## src/rtl/sprite_motion_controller.sv

```systemverilog
// Sprite motion controller: upstream stage of the sprite renderer.
// Synchronises the direction/centre buttons, detects the frame boundary from
// the VGA counters and moves the sprite once per frame with clamping and a
// two-speed (slow, then fast after a sustained hold) acceleration.
// Ports:
//   Clock, Reset               pixel clock, synchronous active-high reset
//   iColumnCount, iRowCount    VGA scan position
//   iUp/iDown/iLeft/iRight     asynchronous direction buttons, active-high
//   iCenter                    asynchronous recentre button, active-high
//   oPosX, oPosY               sprite top-left corner (registered)
//   oEnable                    sprite visible (registered)
//   oFrameTick                 one-cycle pulse at each frame boundary
module sprite_motion_controller #(
  parameter int unsigned SizeX      = 32,
  parameter int unsigned SizeY      = 32,
  parameter int unsigned ScreenW    = 640,
  parameter int unsigned ScreenH    = 480,
  parameter int unsigned StepSlow   = 1,
  parameter int unsigned StepFast   = 4,
  parameter int unsigned HoldFrames = 8,
  parameter int unsigned InitX      = 304,
  parameter int unsigned InitY      = 224
) (
  input  logic       Clock,
  input  logic       Reset,
  input  logic [9:0] iColumnCount,
  input  logic [9:0] iRowCount,
  input  logic       iUp,
  input  logic       iDown,
  input  logic       iLeft,
  input  logic       iRight,
  input  logic       iCenter,
  output logic [9:0] oPosX,
  output logic [9:0] oPosY,
  output logic       oEnable,
  output logic       oFrameTick
);

  localparam int unsigned PosW = 10;
  localparam int unsigned SumW = 11;
  localparam int unsigned CntW = $clog2(HoldFrames + 1);
  localparam int unsigned MaxX = ScreenW - 1 - SizeX;
  localparam int unsigned MaxY = ScreenH - 1 - SizeY;

  typedef enum logic [1:0] {INIT, IDLE, SLOW, FAST} state_t;

  state_t          state, state_nxt;
  logic [CntW-1:0] cnt, cnt_nxt;
  logic [PosW-1:0] pos_x_nxt, pos_y_nxt;
  logic            enable_nxt;

  // Button order: {centre, up, down, left, right}
  logic [4:0] btn_meta, btn_sync;
  logic       match_r, match_d;

  logic btn_c, btn_u, btn_d, btn_l, btn_r, any_dir;
  assign {btn_c, btn_u, btn_d, btn_l, btn_r} = btn_sync;
  // Left+Right together still counts as held even though it cancels out.
  assign any_dir = btn_u | btn_d | btn_l | btn_r;

  // One axis step in 11-bit signed arithmetic, clamped to [0, lim].
  function automatic logic [PosW-1:0] move_axis(input logic [PosW-1:0] pos,
                                                input logic inc, input logic dec,
                                                input logic [SumW-1:0] step,
                                                input logic [SumW-1:0] lim);
    logic signed [SumW-1:0] sum;
    sum = $signed({1'b0, pos});
    if (inc && !dec)      sum = sum + $signed(step);
    else if (dec && !inc) sum = sum - $signed(step);
    if (sum < 0)                 return '0;
    else if (sum > $signed(lim)) return lim[PosW-1:0];
    else                         return sum[PosW-1:0];
  endfunction

  // Synchroniser and frame-boundary edge detector.
  always_ff @(posedge Clock) begin
    if (Reset) begin
      btn_meta   <= '0;
      btn_sync   <= '0;
      match_r    <= 1'b0;
      match_d    <= 1'b0;
      oFrameTick <= 1'b0;
    end else begin
      btn_meta   <= {iCenter, iUp, iDown, iLeft, iRight};
      btn_sync   <= btn_meta;
      match_r    <= (iColumnCount == PosW'(ScreenW)) && (iRowCount == PosW'(ScreenH));
      match_d    <= match_r;
      oFrameTick <= match_r & ~match_d;
    end
  end

  // State and position registers; only advance on a frame tick.
  always_ff @(posedge Clock) begin
    if (Reset) begin
      state   <= INIT;
      cnt     <= '0;
      oPosX   <= PosW'(InitX);
      oPosY   <= PosW'(InitY);
      oEnable <= 1'b0;
    end else if (oFrameTick) begin
      state   <= state_nxt;
      cnt     <= cnt_nxt;
      oPosX   <= pos_x_nxt;
      oPosY   <= pos_y_nxt;
      oEnable <= enable_nxt;
    end
  end

  // Next-state, movement and counter logic.
  always_comb begin
    state_nxt  = state;
    cnt_nxt    = cnt;
    pos_x_nxt  = oPosX;
    pos_y_nxt  = oPosY;
    enable_nxt = oEnable;
    case (state)
      INIT: begin
        state_nxt  = IDLE;
        enable_nxt = 1'b1;
      end
      IDLE: begin
        if (any_dir) begin
          state_nxt = SLOW;
          cnt_nxt   = CntW'(1);
          pos_x_nxt = move_axis(oPosX, btn_r, btn_l, SumW'(StepSlow), SumW'(MaxX));
          pos_y_nxt = move_axis(oPosY, btn_d, btn_u, SumW'(StepSlow), SumW'(MaxY));
        end
      end
      SLOW: begin
        if (!any_dir) begin
          state_nxt = IDLE;
          cnt_nxt   = '0;
        end else begin
          cnt_nxt   = cnt + CntW'(1);
          pos_x_nxt = move_axis(oPosX, btn_r, btn_l, SumW'(StepSlow), SumW'(MaxX));
          pos_y_nxt = move_axis(oPosY, btn_d, btn_u, SumW'(StepSlow), SumW'(MaxY));
          if (cnt == CntW'(HoldFrames - 1)) state_nxt = FAST;
        end
      end
      FAST: begin
        if (!any_dir) begin
          state_nxt = IDLE;
          cnt_nxt   = '0;
        end else begin
          pos_x_nxt = move_axis(oPosX, btn_r, btn_l, SumW'(StepFast), SumW'(MaxX));
          pos_y_nxt = move_axis(oPosY, btn_d, btn_u, SumW'(StepFast), SumW'(MaxY));
        end
      end
      default: state_nxt = INIT;
    endcase
    // Centre wins over any direction once the sprite is live.
    if (btn_c && state != INIT) begin
      state_nxt = IDLE;
      cnt_nxt   = '0;
      pos_x_nxt = PosW'(InitX);
      pos_y_nxt = PosW'(InitY);
    end
  end

endmodule

```

## config.mk

```make
export PLATFORM = sky130hd
export DESIGN_NAME = sprite_motion_controller
export DESIGN_NICKNAME = d
export VERILOG_FILES = /design/src/rtl/sprite_motion_controller.sv
export SDC_FILE = /design/constraint.sdc
export NUM_CORES = 1
export LEC_CHECK = 0
export BUFFER_PORTS_ARGS = -buffer_cell sky130_fd_sc_hd__buf_2
export CORE_MARGIN = 2
export CORE_UTILIZATION = 39
export CTS_CLUSTER_DIAMETER = 200
export DETAILED_ROUTE_END_ITERATION = 10
export HOLD_SLACK_MARGIN = 0.15
export PLACE_DENSITY = 0.57
export REMOVE_ABC_BUFFERS = 1
export SETUP_SLACK_MARGIN = 0.2
export SYNTH_ARGS = -nofsm -noshare
export SYNTH_HDL_FRONTEND = slang
export SYNTH_SLANG_ARGS = --single-unit
```

## constraint.sdc

```tcl
create_clock -name Clock -period 4.5 [get_ports Clock]
set_input_delay 0.45 -clock Clock [delete_from_list [all_inputs] [get_ports Clock]]
set_output_delay 0.45 -clock Clock [all_outputs]
set_load 0.01 [all_outputs]
```

; ---- After elaboration in Yosys (flattened, before gate mapping)
; Cells that the tools add are included.
[word_totals]
wordCells = 115
output_inout_bits = 22
regBits = 40
input_bits = 27
[op_classes]
n_addsub = 9
mux = 51
n_eq_ne = 11
reduce_logical = 17
n_lt_le_gt_ge = 12
bitwise = 5
[op_table]
columns = operator, count
row1 = 2-to-1 mux 10 bit, 20
row2 = 2-to-1 mux 11 bit, 18
row3 = "less-than comparator 11 x 1 -> 1 bit, second input constant", 6
row4 = one-hot mux 10 bit (3 select lines), 2
row5 = "greater-than comparator 11 x 10 -> 1 bit, second input constant", 3
row6 = "greater-than comparator 11 bit, second input constant", 3
row7 = "adder 10 x 1 -> 11 bit, second input constant", 2
row8 = "adder 10 x 3 -> 11 bit, second input constant", 2
row9 = "subtractor 10 x 1 -> 11 bit, second input constant", 2
row10 = "subtractor 10 x 3 -> 11 bit, second input constant", 2
row11 = 2-to-1 mux 4 bit, 4
row12 = "inequality test 3 bit, second input constant", 4
row13 = one-hot mux 4 bit (3 select lines), 1
row14 = "equality test 10 bit, second input constant", 1
row15 = "equality test 10 x 9 -> 1 bit, second input constant", 1
row16 = 2-to-1 mux 2 bit, 5
row17 = one-hot mux 2 bit (4 select lines), 1
row18 = AND reduction 4 bit, 2
row19 = logical AND 1 bit, 6
row20 = AND reduction 5 bit, 1
row21 = "adder 4 x 1 -> 4 bit, second input constant", 1
row22 = "equality test 2 bit, second input constant", 2
row23 = "equality test 4 x 3 -> 1 bit, second input constant", 1
row24 = logical NOT 1 bit, 4
row25 = 9 further kinds, 11

; ---- Longest topological paths before layout
[logic_depth]
word_depth = 12
mapped_depth = 11
mapped_depth_nobuf = 9

; ---- Worst setup path after synthesis
; Ideal clock, no wire load.
[synth_timing]
kind = register to register
start = reg oPosX[2]
end = reg oPosX[1]
path_stages_with_launch = 11
synth_period_minus_slack_ns = 2.748
arrival_ns = 2.631
slack_ns = 1.752
path_buffers = 1
path_cell_list = dfxtp_1 buf_6 inv_1 ha_1 nand4bb_1 mux2_2 o21ai_1 a211oi_2 o31a_1 or4_1 a32o_1
[synth_via]
elab_chain_cells = 11
[synth_lines]
columns = item, line
row1 = "start, declared", 33  ; output logic [9:0] oPosX,
row2 = "start signal, assigned", 97  ; oPosX <= PosW'(InitX);
row3 = "start signal, assigned", 103  ; oPosX <= pos_x_nxt;
row4 = subtractor 10 x 3 -> 11 bit or subtractor 10 x 1 -> 11 bit (tied branches), 69  ; else if (dec && !inc) sum = sum - $signed(step);
row5 = 2-to-1 mux 11 bit, 69
row6 = 2-to-1 mux 11 bit, 68  ; if (inc && !dec) sum = sum + $signed(step);
row7 = "2-to-1 mux 11 bit, on equally long branches", "141, 122"
row8 = 2-to-1 mux 11 bit, 116  ; case (state)
row9 = greater-than comparator 11 bit, 71  ; else if (sum > $signed(lim)) return lim[PosW-1:0];
row10 = 2-to-1 mux 10 bit, 71
row11 = 2-to-1 mux 10 bit, 70  ; if (sum < 0) return '0;
row12 = "2-to-1 mux 10 bit, on equally long branches", "141, 122, 130"
row13 = one-hot mux 10 bit (3 select lines) (*), 116
row14 = 2-to-1 mux 10 bit (*), 152  ; if (btn_c && state != INIT) begin
; Every way passes the cells marked *; elsewhere a longest branch is shown, timed or not. The select of a mux whose other input is x is not followed.
; A chain may end at the register's enable or synchronous reset.

; ---- Worst setup path in the final report
[layout_timing]
start = reg btn_sync[2]
end = reg oPosY[0]
[layout_via]
elab_chain_cells = 12
[layout_lines]
columns = item, line
row1 = "start, declared", 53  ; logic [4:0] btn_meta, btn_sync;
row2 = "start signal, assigned", 85  ; btn_sync <= btn_meta;
row3 = logical NOT 1 bit, 69
row4 = logical AND 1 bit, 69
row5 = 2-to-1 mux 11 bit, 69
row6 = 2-to-1 mux 11 bit, 68
row7 = "2-to-1 mux 11 bit, on equally long branches", "141, 130"
row8 = 2-to-1 mux 11 bit, 116
row9 = greater-than comparator 11 x 10 -> 1 bit, 71
row10 = 2-to-1 mux 10 bit, 71
row11 = 2-to-1 mux 10 bit, 70
row12 = "2-to-1 mux 10 bit, on equally long branches", "141, 122, 130"
row13 = one-hot mux 10 bit (3 select lines), 116
row14 = 2-to-1 mux 10 bit, 152
row15 = "end signal, assigned", 98  ; oPosY <= PosW'(InitY);
row16 = "end signal, assigned", 104  ; oPosY <= pos_y_nxt;
row17 = "end, declared", 34  ; output logic [9:0] oPosY,
; Parallel ways exist; a longest one is shown, timed or not. The select of a mux whose other input is x is not followed.

==> results.json <==
{
  "drt_iter0_drc": 361,
  "drive_gt1_frac": 0.167,
  "synthTopCellsByCount": "nor2_1, dfxtp_1, nand2_1",
  "async_reset_ff_frac": 0,
  "antenna_found_initial": 0,
  "timing.fmax_mhz": 312,
  "min_path_type": "in2reg",
  "path_class": "reg2reg",
  "clk_latency_ns": 0.30,
  "fin_ws_ns": 1.30,
  "synth_seq_area_share": 0.224,
  "first_pass_iters": 5,
  "final_area_mm2": 0.00388,
  "wl_per_cell_um": 17.0,
  "wirelength_um": 10200,
  "leakagePower_uw": 0.00152,
  "yosysMostFrequentCell": "nor2_1",
  "routabilityCongestion": 0.949,
  "core_mm2": 0.00881,
  "die_x_um": 99.8,
  "ir_drop_v": 0.000183,
  "ant_nets": 0,
  "cts_made_buffers": 5,
  "regToRegSetupSlack_ns": 1.30,
  "placed_area_mm2": 0.00377,
  "vias": 3705,
  "die-height_um": 99.8,
  "pre_cts_slack_ns": 1.44,
  "arrival_ns": 3.46,
  "setup_viol": 0,
  "ys_types": 83,
  "worst_slew_pin_slew_ns": 0.775,
  "tns_ns": 0,
  "dp_hpwl_um": 7710,
  "max-slew-margin-rel": 0.479,
  "grt_use_total": 0.205,
  "cts_buffer_depth": 2,
  "end_kind": "register",
  "dieArea_mm2": 0.00995,
  "status": "finished, final reports clean",
  "clock-sinks": 40,
  "ys_ff_latch": 40,
  "clock_skew_ns": 0.0106,
  "whs_ns": 0.357,
  "globalRouteOverflowTotal": 0,
  "grt_start_max_net_pins": 26,
  "fin_util": 0.441,
  "synth_top_area_cell": "dfxtp_1",
  "cts_tree": "yes",
  "clkTransAtPathRegs_ns": 0.10,
  "hold_viol_final": 0,
  "synth_area_leaders": "dfxtp_1, ha_1, nor2_1",
  "cp_max_fo": 11,
  "synth_area_mm2": 0.00358,
  "nets": 533,
  "fin_crit_sh": 0.712,
  "avgSynthCellArea_um2": 7.74,
  "post_cts_resize_count": 0,
  "n_antenna_cell": 0,
  "hold_buffers": 0,
  "powerDensity_mw_per_mm2": 187,
  "synth-edff-count": 0,
  "htreeDepth": 2,
  "grt_pass1_vias": 3292,
  "start_kind": "register",
  "port_buffers": 48,
  "maxCapViolCount": 0,
  "syn_inst": 462,
  "grt_pass1_wl_um": 16700,
  "pin_count": 49,
  "report.final.slew_viol_count": 0,
  "areaGrowthSynthToFinish_pct": 8.57,
  "cts_root_buffer": "clkbuf_8",
  "ys.flop_type": "dfxtp_1",
  "synth_top_area_frac": 0.224,
  "start_util": 0.406,
  "post_cts_buffers": 0,
  "drc": 0,
  "rsz0062_at_grt": "no",
  "yosysWarnings": 0,
  "required_ns": 4.75,
  "std_cell_rows": 34,
  "vias_per_cell": 6.18,
  "fin_crit_ns": 3.20
}
-- state kept, by name, summed over array words and instances, names as in the netlist --
name and flops:
oPosX 10, oPosY 10, btn_meta 5, btn_sync 5, cnt 4, state 2
match_d 1, match_r 1, oEnable 1, oFrameTick 1
-- cells in the final DEF (no fill, tap or decap), drive strengths merged, types with 3 or more instances in the layout --
master	count
a21boi	3
or3	12
xnor2	12
nand3b	6
o211ai	3
a22oi	6
and2	3
a31oi	8
o21a	4
or4	9
nor4	12
inv	20
o221ai	6
o21ai	26
and3	4
nor3	13
nand2	36
o31ai	6
xor2	5
o2111ai	3
a22o	3
or2	5
nand4	7
mux2i	6
nand4b	5
nor2	46
buf	49
o31a	3
nor2b	21
dfxtp	40
nand2b	10
ha	15
nand3	10
a211oi	6
clkbuf	5
nor4b	3
a21oi	14
and3b	3
-- kinds of logic (layout without fill, tap and decap cells) --
| family | after synthesis | count (layout) | synth area share |
|---|---|---|---|
| AOI/OAI and AO/OA | 119 | 119 | 0.241 |
| xor gates and xnor gates | 17 | 17 | 0.0416 |
| adders and majority gates | 15 | 15 | 0.0525 |
| buffers and inverters | 46 | 76 | 0.0735 |
| DFF | 40 | 40 | 0.224 |
| muxes | 8 | 8 | 0.0231 |
| and+or+nand+nor | 217 | 217 | 0.345 |
-- power by group --
part / switching, uW / leakage, uW / total [uW] / internal [uW]
Combinational: 28.6 / 0.00115 / 53.3 / 24.7
Clock: 144 / 0.0000548 / 311 / 167
Sequential: 5.65 / 0.000325 / 363 / 358
-- cell type report --
class	instances	area [um^2]
clock buffer	5	68.8
clock inverter	3	46.3
fill	896	4920
inverter	19	71.3
multi-input combinational	376	2510
sequential	40	801
tap	108	135
timing repair buffer	49	248
-- per-stage QoR --
stage          cells  total power (uW)
6_report         600               728
5_1_grt          600               755
4_1_cts          600               736
3_5_place_dp     592               425
3_3_place_gp     592               425
2_1_floorplan    435               401
-- critical path, cell delays in order (launching register included) --
cell	delay, ns
dfxtp_1	0.56
nand2b_1	0.35
o311a_1	0.46
nor4_2	0.66
nand2_1	0.21
or4_1	0.44
o21ai_0	0.29
a221o_1	0.20
-- per-layer routing --
layer,routed length (um),vias up,share of wire,GRT usage
li1,-,1781,-,-
met1,4720,1746,0.46,0.292
met2,4600,165,0.45,0.318
met3,743,13,0.073,0.0286
met4,147,0,0.014,0.0695
met5,0,-,0,0
-- worst paths after layout --
check / depth (start not counted) / startpoint / to
max reg2reg: 7 / btn_sync[2] / oPosY[0]
min: 2 / iUp / btn_meta[3]
min reg2reg: 1 / match_d / oFrameTick
max: 7 / btn_sync[2] / oPosY[0]
(Power assumes the default switching activity.)
